===== config.mk =====
export PLATFORM = sky130hd
export DESIGN_NAME = sd_clock_gen
export DESIGN_NICKNAME = d
export VERILOG_FILES = /design/src/rtl/sd_clk_pkg.sv /design/src/rtl/sd_clock_gen.sv
export SDC_FILE = /design/constraint.sdc
export NUM_CORES = 1
export LEC_CHECK = 0
export ABC_AREA = 1
export CORE_UTILIZATION = 24
export DETAILED_ROUTE_END_ITERATION = 12
export PLACE_DENSITY = 0.49
export SKIP_LAST_GASP = 1
export SYNTH_ARGS = -nofsm -noshare
export SYNTH_HDL_FRONTEND = slang
export SYNTH_SLANG_ARGS = --single-unit

===== constraint.sdc =====
create_clock -name AXI_CLOCK -period 1.5 [get_ports AXI_CLOCK]
set_input_delay 0.45 -clock AXI_CLOCK [delete_from_list [all_inputs] [get_ports AXI_CLOCK]]
set_output_delay 0.45 -clock AXI_CLOCK [all_outputs]
set_load 0.03 [all_outputs]

===== src/rtl/sd_clk_pkg.sv =====
// Shared state encoding and default sizing for the SD/eMMC card-clock generator.
package sd_clk_pkg;

  typedef enum logic [1:0] {OFF, STAB, READY, RUN} state_t;

  localparam int SD_DIV_W         = 10;
  localparam int SD_STABLE_CYCLES = 16;

  function automatic int stab_cnt_w(input int cycles);
    return $clog2(cycles + 1);
  endfunction

  localparam int SD_STAB_W = stab_cnt_w(SD_STABLE_CYCLES);

endpackage


===== src/rtl/sd_clock_gen.sv =====
// Card clock = AXI_CLOCK / (2*(DIVISOR+1)) behind an internal-enable / stabilise / card-enable sequence.
// Start, stop and divisor reloads happen only at phase boundaries, so sd_clk never produces a runt pulse.
module sd_clock_gen
  import sd_clk_pkg::*;
#(
  parameter int DIV_W         = SD_DIV_W,
  parameter int STABLE_CYCLES = SD_STABLE_CYCLES
) (
  input  logic             AXI_CLOCK,
  input  logic             AXI_RST,
  input  logic [DIV_W-1:0] DIVISOR,
  input  logic             INT_CLK_EN,
  input  logic             SD_CLK_EN,
  output logic             sd_clk,
  output logic             Internal_clk_stable,
  output logic             sd_clk_active,
  output logic             sd_rise_pre,
  output logic             sd_fall_pre
);

  localparam int                STAB_W    = stab_cnt_w(STABLE_CYCLES);
  localparam logic [STAB_W-1:0] STAB_LAST = STAB_W'(STABLE_CYCLES - 1);

  state_t            r_state;
  state_t            w_state_nxt;
  state_t            w_stop_dst;
  logic              r_sd_clk;
  logic              w_sd_clk_nxt;
  logic              r_stable;
  logic              r_active;
  logic [DIV_W-1:0]  r_cnt;
  logic [DIV_W-1:0]  w_cnt_nxt;
  logic [DIV_W-1:0]  r_div_q;
  logic [DIV_W-1:0]  w_div_q_nxt;
  logic [STAB_W-1:0] r_stab_cnt;
  logic [STAB_W-1:0] w_stab_cnt_nxt;
  logic              w_toggle;
  logic              w_stop;

  assign w_toggle   = (r_cnt == r_div_q);
  assign w_stop     = ~SD_CLK_EN | ~INT_CLK_EN;
  assign w_stop_dst = INT_CLK_EN ? READY : OFF;

  always_comb begin
    w_state_nxt    = r_state;
    w_sd_clk_nxt   = r_sd_clk;
    w_cnt_nxt      = r_cnt;
    w_div_q_nxt    = r_div_q;
    w_stab_cnt_nxt = r_stab_cnt;
    case (r_state)
      OFF: begin
        if (INT_CLK_EN) begin
          w_state_nxt    = STAB;
          w_stab_cnt_nxt = '0;
        end
      end
      STAB: begin
        if (!INT_CLK_EN) begin
          w_state_nxt = OFF;
        end else if (r_stab_cnt == STAB_LAST) begin
          w_state_nxt = READY;
        end else begin
          w_stab_cnt_nxt = r_stab_cnt + STAB_W'(1);
        end
      end
      READY: begin
        if (!INT_CLK_EN) begin
          w_state_nxt = OFF;
        end else if (SD_CLK_EN) begin
          w_state_nxt  = RUN;
          w_div_q_nxt  = DIVISOR;
          w_cnt_nxt    = '0;
          w_sd_clk_nxt = 1'b0;
        end
      end
      RUN: begin
        if (w_toggle && r_sd_clk) begin
          // Falling edge closes a full period: the only safe point to reload or stop.
          w_sd_clk_nxt = 1'b0;
          w_cnt_nxt    = '0;
          w_div_q_nxt  = DIVISOR;
          if (w_stop) begin
            w_state_nxt = w_stop_dst;
          end
        end else if (!r_sd_clk && w_stop) begin
          // Low phase: stopping just stretches it, and beats a pending rise.
          w_state_nxt = w_stop_dst;
          w_cnt_nxt   = '0;
        end else if (w_toggle) begin
          w_sd_clk_nxt = 1'b1;
          w_cnt_nxt    = '0;
        end else begin
          w_cnt_nxt = r_cnt + DIV_W'(1);
        end
      end
      default: begin
        w_state_nxt = OFF;
      end
    endcase
  end

  always_ff @(posedge AXI_CLOCK) begin
    if (AXI_RST) begin
      r_state    <= OFF;
      r_sd_clk   <= 1'b0;
      r_stable   <= 1'b0;
      r_active   <= 1'b0;
      r_cnt      <= '0;
      r_stab_cnt <= '0;
      r_div_q    <= '0;
    end else begin
      r_state    <= w_state_nxt;
      r_sd_clk   <= w_sd_clk_nxt;
      r_stable   <= (w_state_nxt == READY) || (w_state_nxt == RUN);
      r_active   <= (w_state_nxt == RUN);
      r_cnt      <= w_cnt_nxt;
      r_stab_cnt <= w_stab_cnt_nxt;
      r_div_q    <= w_div_q_nxt;
    end
  end

  assign sd_clk              = r_sd_clk;
  assign Internal_clk_stable = r_stable;
  assign sd_clk_active       = r_active;
  assign sd_rise_pre         = (r_state == RUN) & w_toggle & ~r_sd_clk & ~w_stop;
  assign sd_fall_pre         = (r_state == RUN) & w_toggle & r_sd_clk;

endmodule

==> impl_metrics.tcl, run 1 <==
set metrics [dict create \
    netlist_area_um2 1595 \
    ant_nets 0 \
    clk_root_buffer_cell "clkbuf_8" \
    rsz0062_at_grt "true" \
    hp-class "reg -> reg" \
    synth_warnings 0 \
    gp_congestion 0.8063 \
    p_leak_nw 1.139 \
    postSynthCellCount 220 \
    grt_overflow 0 \
    fp.dieH_um 83.53 \
    cts_buffers 5 \
    crit_top_cell "nand2_1" \
    antennaDiodeCount 0 \
    final_util_pct 40.71 \
    synth_fp_nets 237 \
    drive_above_1_share_pct 48.94 \
    wl_um 3914 \
    die_width_um 83.53 \
    fill_cells 673 \
    fin_nets 298 \
    max_cap_viol_count 0 \
    layout_common_cells "nand2_1, buf_4, inv_1, nand2_4, nor2_1" \
    fin_area_um2 2600 \
    fin_skew_ps 11.64 \
    worst_slew_pin_slew_ps 316.9 \
    drcViolationCount 0 \
    ir_worst_vdd_uv 501.8 \
    ys_ff_latch 29 \
    h-tree-depth 2 \
    place_area_um2 2110 \
    grt_util_all_layers_pct 11.55 \
    start_util_pct 24.98 \
    area_delta_synth_final_pct 62.98 \
    dieArea_um2 6977 \
    setup_viol 21 \
    core_region_area_um2 6386 \
    hold_slack_ps 480.8 \
    post_drt_wl_per_cell_um 10.90 \
    grt_pass1_vias 1398 \
    post-route-period-util_pct 127.8 \
    startpoint_type "flop" \
    hold_viol_final 0 \
    cellPowerDensity_nw_per_um2 623.6 \
    antenna_found_initial 0 \
    max_slew_margin_pct 78.80 \
    numPortBuffers 18 \
    path_clk_slew_ps 60 \
    crit_type "reg -> out" \
    routed_via_density 4.245 \
    crit_family "simple AND/OR/NAND/NOR gates" \
    cpPeakStageDelay_ps 350 \
    cts_tree "built" \
    status "complete, but fails checks" \
    cts.sinks 29 \
    seq_area_frac_synth_pct 36.39 \
    slowest_stage "dfxtp_2" \
    fin_ws_ps -416.9 \
    ios 19 \
    dp.final_hpwl_um 2718 \
    clk_latency_ps 280 \
    ctsHoldBuffers 0 \
    cp_max_fo 3 \
    synthDistinctLibCells 27 \
    violations "setup timing" \
    finalMaxSlewViolations 0 \
    syn_area_per_cell_um2 7.251 \
    period_minus_slack_ps 1917 \
    rows 29 \
    critPathCaptureType "output port" \
    critical_path_arrival_ps 1470 \
    cp.required_ps 1050 \
    grt_pass1_wl_um 6417 \
    clock_path_buffers 2 \
    fmax_ghz 0.5217 \
    vias 1524 \
    grt_max_degree 16 \
    finalSetupTns_ps -2930 \
    crit_chain "inv_2 -> nand2_1 -> nand2_1 -> nor2_2 -> nand2_2 -> nor2_4 -> nand2_4 -> nor3_4 -> buf_6" \
    final_common_cell "nand2_1" \
    crit_buf_inv 2 \
    drt_iter0_markers 80 \
    drt_first_pass_iters 4 \
]
area by class of cell:
class,count,area (um^2),share of cell area (%)
Tap cell,77,96.34,3.705
Timing Repair Buffer,58,566.8,21.80
Clock inverter,1,5.005,0.1925
Clock buffer,7,96.34,3.705
Sequential cell,29,608.1,23.39
Inverter,32,127.6,4.909
Multi-Input combinational cell,155,1100,42.30
flip-flops by register name, summed over array words and instances (netlist names):
signal,count
sd_clk,1
r_state,2
r_cnt,10
r_div_q,10
sd_clk_active,1
r_stab_cnt,5
through the flow:
step / std cells / setup slack [ps] / total power, mW
2_1_floorplan: 220 / -81.28 / 0.8378
3_3_place_gp: 342 / -425.8 / 0.9041
3_5_place_dp: 342 / -461.9 / 0.9029
4_1_cts: 358 / -418.1 / 1.627
5_1_grt: 359 / -539.3 / 1.697
6_report: 359 / -416.9 / 1.621
synth_stat cells:
cell type       count  area (um^2)
a21oi_1             8        40.04
o21ai_1             1        5.000
dlymetal6s2s_1      1        12.51
ha_1                3        37.54
nor3_2              1        10.01
nor2_1             24        90.09
a21oi_2            10        87.58
buf_12              1        20.02
nand2_2            13        81.33
inv_2               5        18.77
inv_1              27        101.4
clkbuf_1            1        3.750
xnor2_1             7        61.31
o22ai_2             1        12.51
nor2_2              5        31.28
a31oi_1             1        6.260
nand3_1             7        35.03
nand3_2             1        10.01
a211oi_1            2        15.01
xor2_1              4        35.03
nor3_1              4        20.02
nand4_1             6        37.54
dfxtp_1            29        580.6
nand2_1            48        180.2
nand2_4             2        22.52
buf_2               1        5.000
o21ai_0             7        35.03
cell families after synthesis:
kind of cell,Yosys count,synth area share (%)
compound gates,30,12.63
xor+xnor,11,6.039
fa+ha+maj,3,2.353
buf+inv,36,10.12
flops,29,36.39
simple gates,111,32.47
power by group:
| group | switching [mW] | total, mW | internal, mW |
|---|---|---|---|
| clock network | 0.303 | 0.717 | 0.414 |
| registers | 0.00565 | 0.776 | 0.771 |
| logic | 0.0654 | 0.128 | 0.0626 |
worst register-to-register path, delay by kind of cell (launching register included):
| kind | cells | cell delay, ps |
|---|---|---|
| AND/OR/NAND/NOR | 8 | 630 |
| buffers and inverters | 5 | 540 |
| flip-flops | 1 | 350 |
| AO/OA/AOI/OAI | 1 | 110 |
metal layers:
layer,up-vias,wire length [um],track usage (%),part of all wire [%]
li1,812,-,-,-
met1,692,1838,14.91,47
met2,16,1953,19.08,50
met3,4,76,2.374,1.9
met4,0,46,4.160,1.2
met5,-,0,0,0
final timing paths:
check                                 from           to  slack [ps]  cells after the start
worst max-delay path              r_cnt[3]  sd_rise_pre        -420                      9
worst min-delay path            r_div_q[7]   r_div_q[7]         480                      2
worst max register to register    r_cnt[3]   r_div_q[1]        -190                     14
worst min register to register  r_div_q[7]   r_div_q[7]         480                      2
timing repair:
action,CTS,global route
resized for setup,26,60
setup buffers,7,4
setup endpoints to repair,28,29
pin swaps,10,24
cloned,1,0
No activity file was read; power rests on OpenSTA's default activity.
==> inputs of run 2 (changes only) <==
==> constraint.sdc (replaced) <==
create_clock -name AXI_CLOCK -period 1.5 [get_ports AXI_CLOCK]
set_input_delay 0.3 -clock AXI_CLOCK [delete_from_list [all_inputs] [get_ports AXI_CLOCK]]
set_output_delay 0.3 -clock AXI_CLOCK [all_outputs]
set_load 0.03 [all_outputs]
==> run 2 against run 1 <==
The flow still finishes with violations (setup timing). Total power up 7.6%. Count of clock-buffer cells in the layout fell by 2. Fmax increased by 6.3%. Clock skew down 6.1 ps. Sequential share of layout area is 0.87 points higher. Register-to-register slack improved by 130 ps. First-iteration DRC count is 57% lower. Critical path type unchanged. Largest power group is now the clock network.
==> impl_metrics.tcl, run 2 (synthesis gave the netlist of run 1 again) <==
set metrics [dict create \
    reg2reg_depth 12 \
    rows 29 \
    worst_slew_pin_slew_ps 330.3 \
    worstSetupStartpoint "r_cnt[0]" \
    post-route-period-util_pct 120.2 \
    reg2reg_slack_ps -60 \
    route.met3.wl_um 97 \
    status "complete, but fails checks" \
    max_slew_margin_pct 77.75 \
    drcViolationCount 0 \
    final_util_pct 38.70 \
    startpoint_type "flop" \
    cellPowerDensity_nw_per_um2 706.1 \
    fill_cells 701 \
    clock_path_buffers 2 \
    violations "setup timing" \
    grt_overflow 0 \
    regToRegStartpoint "r_cnt[0]" \
    drive_above_1_share_pct 45.68 \
    numPortBuffers 18 \
    ios 19 \
    routed.top_layer "met4" \
    finalSetupTns_ps -745.2 \
    path_clk_slew_ps 70 \
    hold_viol_final 0 \
    max_cap_viol_count 0 \
    dp.final_hpwl_um 2776 \
    start_util_pct 24.98 \
    hp-class "reg -> reg" \
    core_region_area_um2 6386 \
    fin_ws_ps -302.7 \
    dr_wl_met2_um 1904 \
    drt_first_pass_iters 4 \
    antennaDiodeCount 0 \
    rsz0062_at_grt "true" \
    multiInputGateArea_um2 1046 \
    final_common_cell "nand2_1" \
    finalMaxSlewViolations 0 \
    cts_tree "built" \
    vias 1519 \
    worstHoldStart "r_stab_cnt[4]" \
    period_minus_slack_ps 1803 \
    fmax_ghz 0.5547 \
    fin_nets 294 \
    die_width_um 83.53 \
    critical_path_arrival_ps 1500 \
    post_drt_wl_per_cell_um 10.75 \
    wl_um 3818 \
    clk_root_buffer_cell "clkbuf_8" \
    cp_max_fo 4 \
    ff_latch_area_um2 599.3 \
    ir_worst_vdd_uv 389.9 \
    p_leak_nw 1.046 \
    grt_util_all_layers_pct 11.43 \
    layout_common_cells "nand2_1, buf_4, inv_1, nor2_1, dfxtp_1" \
    routed_via_density 4.279 \
    hold_slack_ps 465.6 \
    wirelength_met1_um 1750 \
    clk_latency_ps 290 \
    place_ws_ps -248.0 \
    cts.sinks 29 \
    crit_type "reg -> out" \
    critPathCapture "sd_rise_pre" \
    drt_iter0_markers 34 \
    critPathCaptureType "output port" \
    cp.required_ps 1200 \
    setup_viol 8 \
    ant_nets 0 \
    h-tree-depth 2 \
    power_mw 1.745 \
    grt_max_degree 16 \
    grt_pass1_wl_um 6320 \
    area_delta_synth_final_pct 54.90 \
    antenna_found_initial 0 \
    cts_buffers 5 \
    reg2reg_to "r_state[1]" \
    fin_skew_ps 5.577 \
    dieArea_um2 6977 \
    gp_congestion 0.8182 \
    reg_top3 "r_cnt x10, r_div_q x10, r_stab_cnt x5" \
    grt_pass1_vias 1474 \
    fp.dieH_um 83.53 \
]
-- run 2: cell count changes in the layout (fill, tap and decap cells not counted), moves of 3 or more --
cell	previous run	this run
buf_12	4	1
dfxtp_1	15	18
inv_4	3	0
nand2_2	7	14
nand2_4	19	10
-- run 2: metrics by stage --
stage	cells	area (um^2)
2_1_floorplan	220	1615
3_3_place_gp	341	2081
3_5_place_dp	341	2081
4_1_cts	351	2252
5_1_grt	355	2471
6_report	355	2471
-- run 2: metal layers --
| metal | track usage (%) | vias up |
|---|---|---|
| met3 | 3.264 | 6 |
| li1 | - | 808 |
| met1 | 13.35 | 689 |
| met2 | 19.67 | 16 |
| met5 | 0 | - |
| met4 | 4.622 | 0 |
-- run 2: final cells by class --
| cell class | instances | area share, % |
|---|---|---|
| Inverter | 32 | 5.165 |
| Clock inverter | 3 | 1.873 |
| Sequential cell | 29 | 24.25 |
| Multi-Input combinational cell | 155 | 42.33 |
| Clock buffer | 5 | 2.785 |
| Timing Repair Buffer | 54 | 19.70 |
| Tap cell | 77 | 3.899 |
-- run 2: power breakdown --
part / internal, mW / switching, mW / leakage (nW) / total, mW
clock: 0.497 / 0.348 / 0.0543 / 0.845
sequential: 0.772 / 0.00534 / 0.240 / 0.777
combinational: 0.0620 / 0.0601 / 0.752 / 0.122
total: 1.33 / 0.414 / 1.05 / 1.74
-- run 2: how the worst min path moves through the flow --
stage | end | depth (start not counted) | slack [ps]
final | r_stab_cnt[4] | 2 | 470
after global routing | r_stab_cnt[4] | 2 | 500
after CTS | r_stab_cnt[4] | 2 | 470
after detailed placement | r_stab_cnt[4] | 2 | 450
after global placement | r_stab_cnt[4] | 2 | 450
after floorplan | r_stab_cnt[4] | 2 | 440
-- run 2: worst max-delay path: stages, from the launching register on --
cell and delay [ps]:
dfxtp_4 370, inv_2 40, nand2_1 40, nand2_1 60, nor2_2 110, nand2_2 70, nor2_4 180, nand2_4 80
nor3_4 120, buf_6 150
-- run 2: timing repair --
action | CTS | global route
pin swaps | 2 | 31
setup endpoints to repair | 30 | 27
gates resized for setup | 20 | 53
buffers inserted | 2 | 5
hold buffers | 0 | 0
